--- src/rtl/irq_sequencer_if.sv ---
// ---------------------------------------------------------------------------
// irq_sequencer_if
// Bundles the signals between the interrupt sequencer, the peripherals and
// the core control FSM.
//   master : the core/peripheral side (drives requests, boundary, config)
//   slave  : the sequencer itself
// Signals:
//   irq_in      raw request lines, synchronous to clk, rising edge requests
//   boundary    an instruction is completing this cycle
//   pc_next     PC the core would load at this boundary without interrupt
//   mret        completing instruction is MRET (qualified by boundary)
//   cfg_we      write mask / global enable
//   cfg_mask    new mask (1 = enabled)
//   cfg_gie     new global interrupt enable
//   clr_we      clear pending bits
//   clr_bits    bits to clear
//   interrupt   take ISR this cycle (combinational)
//   isr_target  vector of the selected IRQ (combinational)
//   isr_return  saved return PC (registered)
//   in_isr      ISR active
//   active_id   ID of the IRQ being serviced
//   pending     pending register
// ---------------------------------------------------------------------------
interface irq_sequencer_if #(
  parameter int NUM_IRQ = 4
);
  localparam int ID_W = (NUM_IRQ > 1) ? $clog2(NUM_IRQ) : 1;

  logic [NUM_IRQ-1:0] irq_in;
  logic               boundary;
  logic [15:0]        pc_next;
  logic               mret;
  logic               cfg_we;
  logic [NUM_IRQ-1:0] cfg_mask;
  logic               cfg_gie;
  logic               clr_we;
  logic [NUM_IRQ-1:0] clr_bits;
  logic               interrupt;
  logic [15:0]        isr_target;
  logic [15:0]        isr_return;
  logic               in_isr;
  logic [ID_W-1:0]    active_id;
  logic [NUM_IRQ-1:0] pending;

  modport master (
    output irq_in, boundary, pc_next, mret, cfg_we, cfg_mask, cfg_gie,
           clr_we, clr_bits,
    input  interrupt, isr_target, isr_return, in_isr, active_id, pending
  );

  modport slave (
    input  irq_in, boundary, pc_next, mret, cfg_we, cfg_mask, cfg_gie,
           clr_we, clr_bits,
    output interrupt, isr_target, isr_return, in_isr, active_id, pending
  );
endinterface

--- src/rtl/irq_sequencer.sv ---
// ---------------------------------------------------------------------------
// irq_sequencer
// Single-level interrupt controller. Latches rising edges of the request
// lines into a pending register, masks them, and at an instruction boundary
// redirects the PC to the vector of the lowest-numbered eligible request.
// MRET at a boundary while servicing returns to normal flow.
// Ports:
//   clk    clock
//   reset  synchronous, active-low reset
//   bus    irq_sequencer_if.slave (requests, core handshake, config, status)
// ---------------------------------------------------------------------------
module irq_sequencer #(
  parameter int          NUM_IRQ       = 4,
  parameter logic [15:0] VECTOR_BASE   = 16'h0010,
  parameter int          VECTOR_STRIDE = 4
) (
  input  logic           clk,
  input  logic           reset,
  irq_sequencer_if.slave bus
);
  localparam int ID_W = (NUM_IRQ > 1) ? $clog2(NUM_IRQ) : 1;

  typedef enum logic {
    IDLE   = 1'b0,
    IN_ISR = 1'b1
  } state_e;

  state_e             state_q;
  logic [NUM_IRQ-1:0] irq_prev_q;
  logic [NUM_IRQ-1:0] pending_q;
  logic [NUM_IRQ-1:0] pending_d;
  logic [NUM_IRQ-1:0] mask_q;
  logic               gie_q;
  logic [15:0]        isr_return_q;
  logic [ID_W-1:0]    active_id_q;

  logic [NUM_IRQ-1:0] rise;
  logic [NUM_IRQ-1:0] eligible;
  logic [ID_W-1:0]    sel_id;
  logic               take;

  assign rise     = bus.irq_in & ~irq_prev_q;
  assign eligible = gie_q ? (pending_q & mask_q) : '0;

  // Fixed priority: scanning downward leaves the lowest set index in sel_id.
  always_comb begin
    sel_id = '0;
    for (int i = NUM_IRQ - 1; i >= 0; i--) begin
      if (eligible[i]) sel_id = ID_W'(i);
    end
  end

  // MRET suppresses entry so at least one instruction runs at the return PC.
  assign take = (state_q == IDLE) && bus.boundary && !bus.mret && (eligible != '0);

  // A new edge beats both the service clear and the software clear.
  always_comb begin
    pending_d = pending_q;
    for (int i = 0; i < NUM_IRQ; i++) begin
      if (rise[i])                             pending_d[i] = 1'b1;
      else if (take && (sel_id == ID_W'(i)))   pending_d[i] = 1'b0;
      else if (bus.clr_we && bus.clr_bits[i])  pending_d[i] = 1'b0;
    end
  end

  always_ff @(posedge clk) begin
    if (!reset) begin
      state_q      <= IDLE;
      irq_prev_q   <= '0;
      pending_q    <= '0;
      mask_q       <= '0;
      gie_q        <= 1'b0;
      isr_return_q <= '0;
      active_id_q  <= '0;
    end else begin
      irq_prev_q <= bus.irq_in;
      pending_q  <= pending_d;
      if (bus.cfg_we) begin
        mask_q <= bus.cfg_mask;
        gie_q  <= bus.cfg_gie;
      end
      case (state_q)
        IDLE: begin
          if (take) begin
            isr_return_q <= bus.pc_next;
            active_id_q  <= sel_id;
            state_q      <= IN_ISR;
          end
        end
        IN_ISR: begin
          if (bus.boundary && bus.mret) state_q <= IDLE;
        end
        default: state_q <= IDLE;
      endcase
    end
  end

  assign bus.interrupt  = take;
  assign bus.isr_target = (eligible != '0)
                          ? VECTOR_BASE + 16'(int'(sel_id) * VECTOR_STRIDE)
                          : 16'h0000;
  assign bus.isr_return = isr_return_q;
  assign bus.in_isr     = (state_q == IN_ISR);
  assign bus.active_id  = active_id_q;
  assign bus.pending    = pending_q;
endmodule

--- src/flat_wrapper.sv ---
// flat-port wrapper written by rule: the top's interface ports become plain ports
module irq_sequencer_flat 
#(
  parameter int          NUM_IRQ       = 4,
  parameter logic [15:0] VECTOR_BASE   = 16'h0010,
  parameter int          VECTOR_STRIDE = 4
)
  (clk, reset, bus_irq_in, bus_boundary, bus_pc_next, bus_mret, bus_cfg_we, bus_cfg_mask, bus_cfg_gie, bus_clr_we, bus_clr_bits, bus_interrupt, bus_isr_target, bus_isr_return, bus_in_isr, bus_active_id, bus_pending);
  irq_sequencer_if #(.NUM_IRQ(NUM_IRQ)) bus_i ();
  input  logic clk;
  input  logic reset;
  input wire logic [$bits(bus_i.irq_in)-1:0] bus_irq_in;
  input wire logic [$bits(bus_i.boundary)-1:0] bus_boundary;
  input wire logic [$bits(bus_i.pc_next)-1:0] bus_pc_next;
  input wire logic [$bits(bus_i.mret)-1:0] bus_mret;
  input wire logic [$bits(bus_i.cfg_we)-1:0] bus_cfg_we;
  input wire logic [$bits(bus_i.cfg_mask)-1:0] bus_cfg_mask;
  input wire logic [$bits(bus_i.cfg_gie)-1:0] bus_cfg_gie;
  input wire logic [$bits(bus_i.clr_we)-1:0] bus_clr_we;
  input wire logic [$bits(bus_i.clr_bits)-1:0] bus_clr_bits;
  output wire logic [$bits(bus_i.interrupt)-1:0] bus_interrupt;
  output wire logic [$bits(bus_i.isr_target)-1:0] bus_isr_target;
  output wire logic [$bits(bus_i.isr_return)-1:0] bus_isr_return;
  output wire logic [$bits(bus_i.in_isr)-1:0] bus_in_isr;
  output wire logic [$bits(bus_i.active_id)-1:0] bus_active_id;
  output wire logic [$bits(bus_i.pending)-1:0] bus_pending;
  assign bus_i.irq_in = bus_irq_in;
  assign bus_i.boundary = bus_boundary;
  assign bus_i.pc_next = bus_pc_next;
  assign bus_i.mret = bus_mret;
  assign bus_i.cfg_we = bus_cfg_we;
  assign bus_i.cfg_mask = bus_cfg_mask;
  assign bus_i.cfg_gie = bus_cfg_gie;
  assign bus_i.clr_we = bus_clr_we;
  assign bus_i.clr_bits = bus_clr_bits;
  assign bus_interrupt = bus_i.interrupt;
  assign bus_isr_target = bus_i.isr_target;
  assign bus_isr_return = bus_i.isr_return;
  assign bus_in_isr = bus_i.in_isr;
  assign bus_active_id = bus_i.active_id;
  assign bus_pending = bus_i.pending;
  irq_sequencer #(.NUM_IRQ(NUM_IRQ), .VECTOR_BASE(VECTOR_BASE), .VECTOR_STRIDE(VECTOR_STRIDE)) u_core (.clk(clk), .reset(reset), .bus(bus_i));
endmodule
--- config.mk ---
export PLATFORM = sky130hd
export DESIGN_NAME = irq_sequencer_flat
export DESIGN_NICKNAME = d
export VERILOG_FILES = /design/src/rtl/irq_sequencer_if.sv /design/src/rtl/irq_sequencer.sv /design/src/flat_wrapper.sv
export SDC_FILE = /design/constraint.sdc
export NUM_CORES = 1
export LEC_CHECK = 0
export CELL_PAD_IN_SITES_DETAIL_PLACEMENT = 1
export CELL_PAD_IN_SITES_GLOBAL_PLACEMENT = 1
export CORE_MARGIN = 3
export CORE_UTILIZATION = 31
export CTS_BUF_LIST = sky130_fd_sc_hd__clkbuf_4 sky130_fd_sc_hd__clkbuf_8
export CTS_CLUSTER_SIZE = 20
export DETAILED_ROUTE_END_ITERATION = 7
export GPL_TIMING_DRIVEN = 0
export PLACE_DENSITY_LB_ADDON = 0.25
export REMOVE_ABC_BUFFERS = 1
export SETUP_SLACK_MARGIN = 0.1
export SYNTH_ARGS = -nofsm -noshare
export SYNTH_HDL_FRONTEND = slang
export SYNTH_SLANG_ARGS = --single-unit
--- constraint.sdc ---
create_clock -name clk -period 2.5 [get_ports clk]
set_input_delay 0.5 -clock clk [delete_from_list [all_inputs] [get_ports clk]]
set_output_delay 0.5 -clock clk [all_outputs]
set_load 0.02 [all_outputs]
Yosys cells after proc, flatten, opt, wreduce, memory -nomap -nowiden

Cells that the tools add are included.

Register bits: 32
Logic and storage cells: 59

Add/subtract/negate cells: 1
Eq/ne operators: 3
Muxes and demuxes: 21
Bitwise logic cells: 4
Reductions and logical operators: 20

Operator list:

| kind                  | number |
|---|---|
| $mux W16              | 1 |
| $mux W1               | 14 |
| $logic_and A1 B1 Y1   | 12 |
| $reduce_bool A3 Y1    | 4 |
| $and A4 B4 Y4         | 2 |
| $mux W2               | 4 |
| $add A5 B4 Y6 const A | 1 |
| $eq A2 B2 Y1 const B  | 2 |
| $mux W4               | 1 |
| $not A4 Y4            | 1 |
| $reduce_bool A4 Y1    | 1 |
| $eq A2 B1 Y1 const B  | 1 |
| $logic_not A2 Y1      | 1 |
| $pmux W1 S2           | 1 |
| $reduce_and A2 Y1     | 1 |
| $logic_not A1 Y1      | 1 |
| $not A1 Y1            | 1 |

Longest topological paths before layout

Depth in word-level cells: 10
Mapped depth: 5

Least setup slack after synthesis

Ideal clock, no wire load.

Path kind: reg-to-output
From: reg u_core.pending_q[3], in the netlist u_core.bus.pending[3]
To: out bus_isr_target[3]
Arrival: 1.242 ns
Data required time: 2.000 ns
Slack: 0.758 ns
Stages on the path, launching flop included: 4
Path through: dfxtp_1 > a22oi_2 > a221o_1 > nor2_1

Longest elaborated chain between the ends: 8
Elaborated cells on any way between the ends: 9

RTL lines:

| element                  | line                 | RTL |
|---|---|---|
| start: declaration       | irq_sequencer.sv:30  | `logic [NUM_IRQ-1:0] pending_q;` |
| start signal: assignment | irq_sequencer.sv:77  | `pending_q <= pending_d;` |
| $and A4 B4 Y4 *          | irq_sequencer.sv:43  | `assign eligible = gie_q ? (pending_q & mask_q) : '0;` |
| $mux W4 *                | irq_sequencer.sv:43  |  |
| $mux W2 (4 in series)    | irq_sequencer.sv:49  | `if (eligible[i]) sel_id = ID_W'(i);` |
| $add A5 B4 Y6            | irq_sequencer.sv:100 | `? VECTOR_BASE + 16'(int'(sel_id) * VECTOR_STRIDE)` |
| $mux W16 *               | irq_sequencer.sv:100 |  |
| end: declaration         | flat_wrapper.sv:22   | `output wire logic [$bits(bus_i.isr_target)-1:0] bus_isr_target;` |

Every way passes the cells marked *; elsewhere a longest branch is shown, timed or not.

Worst setup path in the final report

From: in bus_mret
To: out bus_interrupt

Longest elaborated chain between the ends: 3

RTL lines:

| element                           | line                | RTL |
|---|---|---|
| start: declaration                | flat_wrapper.sv:15  | `input wire logic [$bits(bus_i.mret)-1:0] bus_mret;` |
| $logic_not A1 Y1                  | irq_sequencer.sv:54 | `assign take = (state_q == IDLE) && bus.boundary && !bus.mret && (eligible != '0);` |
| $logic_and A1 B1 Y1 (2 in series) | irq_sequencer.sv:54 |  |
| end: declaration                  | flat_wrapper.sv:21  | `output wire logic [$bits(bus_i.interrupt)-1:0] bus_interrupt;` |

Every way passes these cells.

==> flow_summary.ini <==
[setup_path]
crit_path_start_kind = primary input
critical_path_buf_inv_count = 2
worst_ep_required_time_ns = 2.00
cp-end-kind = output port
path_cells = clkdlybuf4s50_1 -> nand4bb_4 -> a31oi_4 -> dlygate4sd2_1
slowest_delay_ns = 0.44
path_delay_family = buffers and inverters
cp_slowest_cell = clkdlybuf4s50_1
worstSetupPathType = in2out
worstPathArrival_ns = 1.85
worstPathMaxFanout = 4

[yosys]
synth_edf_count = 0
synth_top_area_share_pct = 45.0
synth_cells = 159
syn_avg_cell_area_um2 = 8.96
synth_area_leaders = dfxtp_1, nand2_1, buf_4
ys_seq_area_share_pct = 45.0
ys_types = 29
ys_warn_count = 0
synth.ff_latch_count = 32
yosysTopAreaCell = dfxtp_1
synth_area_um2 = 1430
synth.most_common_cell = dfxtp_1
async_reset_ff_share_pct = 0
synth_common_cells = dfxtp_1, nand2_1, nand3_1
synth_flop_cell = dfxtp_1

[placement]
post-place-ws_ns = -0.872
dp_hpwl_um = 2980
gp_congestion = 0.784
place_inst = 262
place_area_um2 = 1980
io_buffers = 61

[sta]
tightest_slew_ns = 0.811
worst_slack_ns = 0.150
fin_crit_ns = 2.35
rsz0062_at_grt = no
finClkSkew_ns = 0.00491
finalCritPeriodShare_pct = 94.0
final_hold_viol_count = 0
slew_viol_final = 0
whs_ns = 0.419
slew_headroom_pct = 45.9
setup-violations-final = 0
timing.fmax_mhz = 426

[floorplanning]
placementRows = 24
core_area_um2 = 4380
boundaryPins = 75
fp.dieW_um = 73.8
die_area_um2 = 5450
die_h_um = 73.8
start_util_pct = 32.5

[finish]
antennaDiodeCount = 0
area_growth_pct = 48.9
drive_gt1_share_pct = 10.5
instances_no_fill = 272
final_area_um2 = 2120
final_nets = 254

[global_routing]
grt_antenna_before_repair = 0
grt_pass1_vias = 1404
grt_max_degree = 51
grt-ovfl-total = 0
grt_use_total_pct = 16.0
grt_pass1_wl_um = 6650

[route]
finalWirelength_um = 4240
highest_layer = met4
wl_met1_um = 1670
ant_nets = 0
route.detailed.drc = 0
drtIter0Drc = 54
wl_per_cell_um = 15.6
wl_met2_um = 2080
vias_per_cell = 4.90
vias = 1333
wl_met3_um = 381
drtPass1Iterations = 4

[clocking]
root_buffer = clkbuf_8
clk_pin_slew_worst_paths_ns = 0.06
cts_max_path_buffers = 2
clk_latency_ns = 0.28
cts_tree = done
cts_num_sinks = 32
cts_made_buffers = 5
htreeDepth = 2

[pwr]
worst_ir_drop_vdd_mv = 0.289
p_leak_uw = 0.000798
p_per_area_nw_per_um2 = 558
p_total_uw = 1190

[flow_run]
drv_cap = 0

[hold_path]
min_path_type = reg2reg

[outcome]
outcome = finished clean
cell usage in the layout (no fill, tap or decap), types with 2 or more instances in the layout:
master           count
a21oi_1              2
a221o_1              2
a31oi_1              2
a31oi_4              2
and3_1               2
clkbuf_8             5
clkdlybuf4s50_1     58
conb_1              13
dfxtp_1             32
dlygate4sd2_1        2
inv_1                4
mux2i_1              5
nand2_1             30
nand3_1             18
nand4_1              2
nor2b_1              7
o21ai_0              9
o21ai_1              2
o21ai_2              8
o22ai_1              2
timing repair:
action | in CTS | in global routing
setup buffers | 1 | 0
gates resized for setup | 2 | 1
hold buffers | 0 | 0
setup endpoints to repair | 2 | 7
gates cloned | 1 | 0
kinds of logic after synthesis:
group / count (synthesis) / share of synthesized area (%)
flops: 32 / 45.0
other cells: 1 / 0.263
mux: 5 / 3.51
buf+inv: 26 / 12.0
compound gates: 31 / 16.3
simple gates: 64 / 22.9
area by class of cell:
cell class / instances / area (µm²)
Clock buffer: 6 / 76.3
Clock inverter: 2 / 35.0
Fill cell: 515 / 2260
Inverter: 4 / 15.0
Multi-Input combinational cell: 114 / 679
Sequential cell: 32 / 641
Tap cell: 52 / 65.1
Timing Repair Buffer: 62 / 611
report_power, final:
part | internal (µW) | leakage (µW) | total, µW | switching (µW)
Sequential | 525 | 0.000261 | 541 | 16.0
Combinational | 77.3 | 0.000478 | 152 | 74.5
Clock | 306 | 0.0000586 | 492 | 186
registers in the layout (all words and copies together) (netlist names):
register / count
u_core.bus.isr_return: 16
u_core.gie_q: 1
u_core.bus.in_isr: 1
u_core.bus.pending: 4
u_core.bus.active_id: 2
u_core.irq_prev_q: 4
u_core.mask_q: 4
final timing paths:
check	startpoint	end	slack (ns)	cells after the start
worst min-delay path	u_core.irq_prev_q[1]$_SDFF_PN0_	u_core.bus.pending[1]$_SDFFE_PN0P_	0.42	1
worst max-delay path	bus_mret	bus_interrupt	0.15	4
worst max register to register	u_core.mask_q[0]$_SDFFE_PN0P_	u_core.bus.isr_return[15]$_SDFFE_PN0P_	0.82	4
worst min register to register	u_core.irq_prev_q[1]$_SDFF_PN0_	u_core.bus.pending[1]$_SDFFE_PN0P_	0.42	1
through the flow:
stage / setup TNS (ns) / util [%]
detailed placement: -0.925 / 45.3
finish: 0 / 48.4
floorplan: 0 / -
global placement: -1.32 / 45.4
global route: 0 / 48.4
CTS: 0 / 48.2
metal layers:
| layer | up-vias | global-route usage (%) |
|---|---|---|
| met5 | - | 0 |
| met4 | 0 | 6.84 |
| met3 | 13 | 5.61 |
| met2 | 62 | 26.8 |
| met1 | 618 | 18.4 |
| li1 | 640 | - |
No activity file was read; power rests on OpenSTA's default activity.
